--- config.mk ---
export PLATFORM = sky130hd
export DESIGN_NAME = multiply_unit
export DESIGN_NICKNAME = d
export VERILOG_FILES = /design/src/rtl/multiply_unit.sv
export SDC_FILE = /design/constraint.sdc
export NUM_CORES = 2
export LEC_CHECK = 0
export BUFFER_PORTS_ARGS = -buffer_cell sky130_fd_sc_hd__clkbuf_2
export CORE_MARGIN = 4
export CORE_UTILIZATION = 57
export CTS_CLUSTER_SIZE = 20
export DETAILED_ROUTE_END_ITERATION = 8
export GPL_TIMING_DRIVEN = 0
export PLACE_DENSITY = 0.77
export SETUP_SLACK_MARGIN = 0.2
export SLEW_MARGIN = 20
export SYNTH_ARGS = -nofsm -noshare
export SYNTH_HDL_FRONTEND = slang
export SYNTH_SLANG_ARGS = --single-unit
--- constraint.sdc ---
create_clock -name clk -period 7.98 [get_ports clk]
set_input_delay 1.197 -clock clk [delete_from_list [all_inputs] [get_ports clk]]
set_output_delay 1.197 -clock clk [all_outputs]
set_load 0.05 [all_outputs]
--- src/rtl/multiply_unit.sv ---
// multiply_unit: HI/LO multiply/divide unit.
// Multiplies take 5 cycles, divides take 10 cycles; mthi/mtlo write in a single cycle.
// Configuration: define MULTIPLY_UNIT_DIVIDE_EN to build the divider (div/divu).
//   When it is undefined, div/divu are ignored like reserved op codes.
// Ports:
//   clk        - clock, rising edge
//   reset      - asynchronous active-low reset
//   mulCtrl    - op code: 0 none, 1 mult, 2 multu, 3 div, 4 divu, 5 mthi, 6 mtlo, 7 reserved
//   mulEnable  - request strobe
//   operandA   - rs operand (multiplicand / dividend / mthi-mtlo source)
//   operandB   - rt operand (multiplier / divisor)
//   busy       - multiply or divide in progress
//   hi, lo     - HI/LO result registers
module multiply_unit (
    input  logic        clk,
    input  logic        reset,
    input  logic [2:0]  mulCtrl,
    input  logic        mulEnable,
    input  logic [31:0] operandA,
    input  logic [31:0] operandB,
    output logic        busy,
    output logic [31:0] hi,
    output logic [31:0] lo
);

    localparam int unsigned XLEN  = 32;
    localparam int unsigned CNT_W = 4;

    localparam logic [CNT_W-1:0] MUL_CYCLES = CNT_W'(5);
    localparam logic [CNT_W-1:0] DIV_CYCLES = CNT_W'(10);

    localparam logic [2:0] OP_MULT  = 3'd1;
    localparam logic [2:0] OP_MULTU = 3'd2;
    localparam logic [2:0] OP_DIV   = 3'd3;
    localparam logic [2:0] OP_DIVU  = 3'd4;
    localparam logic [2:0] OP_MTHI  = 3'd5;
    localparam logic [2:0] OP_MTLO  = 3'd6;

    typedef enum logic [1:0] {
        IDLE = 2'd0,
        MUL  = 2'd1,
        DIV  = 2'd2
    } state_e;

    state_e            state_q;
    logic [CNT_W-1:0]  cnt_q;
    logic [XLEN-1:0]   op_a_q;
    logic [XLEN-1:0]   op_b_q;
    logic              signed_q;
    logic              busy_q;
    logic [XLEN-1:0]   hi_q;
    logic [XLEN-1:0]   lo_q;

    logic              accept_c;
    logic [2*XLEN-1:0] mul_a_ext_c;
    logic [2*XLEN-1:0] mul_b_ext_c;
    logic [2*XLEN-1:0] mul_prod_c;

    assign busy = busy_q;
    assign hi   = hi_q;
    assign lo   = lo_q;

    // Requests are only taken in IDLE; op codes without an implementation are dropped.
    always_comb begin
        accept_c = 1'b0;
        if (mulEnable && !busy_q) begin
            case (mulCtrl)
                OP_MULT, OP_MULTU, OP_MTHI, OP_MTLO: accept_c = 1'b1;
`ifdef MULTIPLY_UNIT_DIVIDE_EN
                OP_DIV, OP_DIVU:                     accept_c = 1'b1;
`endif
                default:                             accept_c = 1'b0;
            endcase
        end
    end

    // Sign- or zero-extend to 64 bits so one unsigned multiply covers mult and multu.
    always_comb begin
        mul_a_ext_c = {{XLEN{signed_q & op_a_q[XLEN-1]}}, op_a_q};
        mul_b_ext_c = {{XLEN{signed_q & op_b_q[XLEN-1]}}, op_b_q};
        mul_prod_c  = mul_a_ext_c * mul_b_ext_c;
    end

`ifdef MULTIPLY_UNIT_DIVIDE_EN
    logic [XLEN-1:0] abs_a_c;
    logic [XLEN-1:0] abs_b_c;
    logic [XLEN-1:0] uquo_c;
    logic [XLEN-1:0] urem_c;
    logic [XLEN-1:0] div_quo_c;
    logic [XLEN-1:0] div_rem_c;

    // Divide magnitudes, then restore signs: quotient truncates toward zero,
    // remainder takes the dividend's sign. 0x80000000/-1 falls out as 0x80000000 r 0.
    always_comb begin
        abs_a_c   = (signed_q && op_a_q[XLEN-1]) ? XLEN'(-op_a_q) : op_a_q;
        abs_b_c   = (signed_q && op_b_q[XLEN-1]) ? XLEN'(-op_b_q) : op_b_q;
        uquo_c    = '0;
        urem_c    = '0;
        div_quo_c = '1;
        div_rem_c = op_a_q;
        if (op_b_q != '0) begin
            uquo_c    = abs_a_c / abs_b_c;
            urem_c    = abs_a_c % abs_b_c;
            div_quo_c = (signed_q && (op_a_q[XLEN-1] ^ op_b_q[XLEN-1])) ? XLEN'(-uquo_c) : uquo_c;
            div_rem_c = (signed_q && op_a_q[XLEN-1]) ? XLEN'(-urem_c) : urem_c;
        end
    end
`endif

    // Control FSM, operand latches and HI/LO update.
    always_ff @(posedge clk or negedge reset) begin
        if (!reset) begin
            state_q  <= IDLE;
            cnt_q    <= '0;
            op_a_q   <= '0;
            op_b_q   <= '0;
            signed_q <= 1'b0;
            busy_q   <= 1'b0;
            hi_q     <= '0;
            lo_q     <= '0;
        end else begin
            case (state_q)
                IDLE: begin
                    if (accept_c) begin
                        case (mulCtrl)
                            OP_MULT, OP_MULTU: begin
                                op_a_q   <= operandA;
                                op_b_q   <= operandB;
                                signed_q <= (mulCtrl == OP_MULT);
                                cnt_q    <= MUL_CYCLES;
                                busy_q   <= 1'b1;
                                state_q  <= MUL;
                            end
`ifdef MULTIPLY_UNIT_DIVIDE_EN
                            OP_DIV, OP_DIVU: begin
                                op_a_q   <= operandA;
                                op_b_q   <= operandB;
                                signed_q <= (mulCtrl == OP_DIV);
                                cnt_q    <= DIV_CYCLES;
                                busy_q   <= 1'b1;
                                state_q  <= DIV;
                            end
`endif
                            OP_MTHI: hi_q <= operandA;
                            OP_MTLO: lo_q <= operandA;
                            default: ;
                        endcase
                    end
                end
                MUL: begin
                    if (cnt_q == CNT_W'(1)) begin
                        hi_q    <= mul_prod_c[2*XLEN-1:XLEN];
                        lo_q    <= mul_prod_c[XLEN-1:0];
                        cnt_q   <= '0;
                        busy_q  <= 1'b0;
                        state_q <= IDLE;
                    end else begin
                        cnt_q <= cnt_q - CNT_W'(1);
                    end
                end
                DIV: begin
`ifdef MULTIPLY_UNIT_DIVIDE_EN
                    if (cnt_q == CNT_W'(1)) begin
                        hi_q    <= div_rem_c;
                        lo_q    <= div_quo_c;
                        cnt_q   <= '0;
                        busy_q  <= 1'b0;
                        state_q <= IDLE;
                    end else begin
                        cnt_q <= cnt_q - CNT_W'(1);
                    end
`else
                    cnt_q   <= '0;
                    busy_q  <= 1'b0;
                    state_q <= IDLE;
`endif
                end
                default: begin
                    cnt_q   <= '0;
                    busy_q  <= 1'b0;
                    state_q <= IDLE;
                end
            endcase
        end
    end

endmodule

==> results.ini <==
[place]
portBuffers=134
dp_hpwl_mm=134
pre_cts_slack_ns=-2.06
place.gp.congestion=1.09

[floorplanning]
fp.dieArea_um2=80400
die_h_um=284
initial_core_util_pct=57.9
rows=100
boundaryPins=135
die_w_um=284
core_area_um2=74800

[routing]
ant_nets=0
drtIter0Drc=3609
wl_per_cell_um=27.4
first_pass_iters=5
vias=34900
viasPerCell=5.92
wl_mm=162
drc=0

[synth]
syn_area_um2=43300
yosys_register_bits=134
ys.flop_type=dfrtp_1
synth_seq_area_share_pct=7.75
synthCells=4635
synth.avg_cell_area_um2=9.34
synth-edff-count=0
syn_nets=6046
yosysWarnings=0
synth-async-reset-ratio_pct=100
ys_types=57

[clock_network]
cts_tree=built
cts_buffers=17
ctsHoldBuffers=0
max-clock-path-buffers=2
path_clk_slew_ns=0.07
clkLatencyLatePin_ns=0.46
cts.htree.levels=4
clock_sinks=134
cts_root_buf=clkbuf_16

[cells_and_area]
fin_nets=6308
final_cell_mix=fa_1, inv_1, nand2_1
final_common_cell=fa_1
final_core_util_pct=65.8
drive_gt1_share_pct=16.9
area_delta_synth_final_pct=13.7

[run_status]
run_status=finished, violations left
violations=setup timing

[hold_path]
hold_depth=2
hold_path_class=reg2reg
min_to=lo[12]$_DFFE_PN0P_
holdCritStartpoint=lo[12]$_DFFE_PN0P_

[timing]
max_freq_mhz=117
setup_viol=18
tightest_slew_ns=1.20
fin_crit_sh_pct=107
hold_viol_final=0
slew_headroom_pct=20.1
timing.final.ws_setup_ns=-0.596
min_period_ns=8.58
slew_viol_final=0
fin_hold_ws_ns=0.482
final.setup.tns_ns=-5.44
skew_ns=0.0149
rsz0062_at_grt=true

[setup_path]
crit_fanout=10
timing.rr.end=hi[28]$_DFFE_PN0P_
cp_common_cell=fa_1
r2r-start=op_a_q[31]$_DFFE_PN0P_
ff2ff_path_depth=29
r2r_slack_ns=-0.60
setup.worst_path.end_class=flip-flop
crit_arrival_ns=8.89
crit_slowest_cell=fa_2
cp-startpoint=op_a_q[31]$_DFFE_PN0P_
setup.worst_path.start_class=flip-flop
worstSetupPathType=reg2reg
crit_required_ns=8.29
max_stage_delay_ns=0.67

[global_route]
grt_util_all_layers_pct=40.7
grt_max_degree=89
grt_overflow_total=0
grt_pass1_wl_mm=237
grt_pass1_vias=36500
antenna_found_initial=13

[run]
drv_cap=0

## repair_timing
action	4_1_cts	5_1_grt
resized for setup	604	255
buffers inserted	61	46
setup endpoints to repair	47	41
pin swaps	86	112
## synth_stat cells, types with 4 or more instances
cell	count	area [um2]
a211oi_1	5	37.5
a21o_1	39	293
a21oi_1	106	531
a31oi_1	10	62.6
and2_1	346	2160
and3_1	36	225
clkbuf_1	254	953
dfrtp_1	134	3350
fa_1	1125	22500
ha_1	216	2700
inv_1	1134	4260
mux2_2	66	743
mux2i_1	12	120
nand2_1	785	2950
nand3_1	11	55.1
nand4_1	9	56.3
nor2_1	68	255
nor2b_1	21	131
nor3_1	10	50.1
o211ai_1	5	37.5
o21a_1	10	75.1
o21ai_0	82	410
o21ai_1	4	20.0
o21bai_1	9	67.6
o31ai_1	4	30.0
or2_2	10	62.6
xnor2_1	51	447
xor2_1	28	245
## cell type report
class                      count  area, um2
clock buffer                  19        443
tap                          969       1210
timing repair buffer         243       1650
clock inverter                13        158
multi-input combinational   3109      35900
sequential                   134       3420
inverter                    1134       4280
antenna                       16       40.0
buffer                       258       2130
fill                        6087      25600
## per-layer routing
metal	up-vias	wire length, um	GRT usage [%]
met4	4	15000	28.6
met2	2358	71400	61.0
met1	18000	56400	52.4
met3	606	18800	10.1
met5	-	207	0
li1	13900	-	-
## critical path: cells and delay by family (launching register included)
family,cells,cell delay [ns]
buffers and inverters,9,1.14
XOR/XNOR,1,0.31
adder cells (fa/ha/maj),9,4.58
AND/OR/NAND/NOR,7,1.33
AO/OA/AOI/OAI,3,0.68
flip-flops,1,0.37
## worst max-delay path by stage
stage,endpoint,slack [ns],cells past startpoint
after detailed placement,hi[30]$_DFFE_PN0P_,-2.06,29
final,hi[28]$_DFFE_PN0P_,-0.60,29
after CTS,hi[30]$_DFFE_PN0P_,-0.39,31
after floorplan,hi[27]$_DFFE_PN0P_,0.23,30
after global routing,hi[30]$_DFFE_PN0P_,-0.75,30
after global placement,hi[30]$_DFFE_PN0P_,-1.97,29
## cell families (layout without fill, tap and decap cells)
group                    Yosys count  after routing  share of synthesized area (%)
AND/OR/NAND/NOR                 1309           1309                           14.0
AO/OA/AOI/OAI                    302            302                           4.27
flip-flops                       134            134                           7.75
other                              0             16                              0
adder cells (fa/ha/maj)         1341           1341                           58.3
multiplexers                      78             78                           1.99
XOR/XNOR                          79             79                           1.60
buffers and inverters           1392           1667                           12.1
## per-stage QoR
| stage | std cells | cell area (um2) |
|---|---|---|
| after floorplan | 4635 | 43400 |
| after CTS | 5833 | 48100 |
| after global placement | 5738 | 45300 |
| final | 5895 | 49200 |
| after detailed placement | 5740 | 45300 |
| after global routing | 5880 | 49200 |
## sequential cells by signal, summed over array words and instances (netlist names)
signal and flops:
busy 1, cnt_q 4, op_b_q 32, lo 32, hi 32, signed_q 1
op_a_q 32
Power is not shown: default switching activity piles up to over one toggle a cycle in this logic, so the estimate is an artifact.
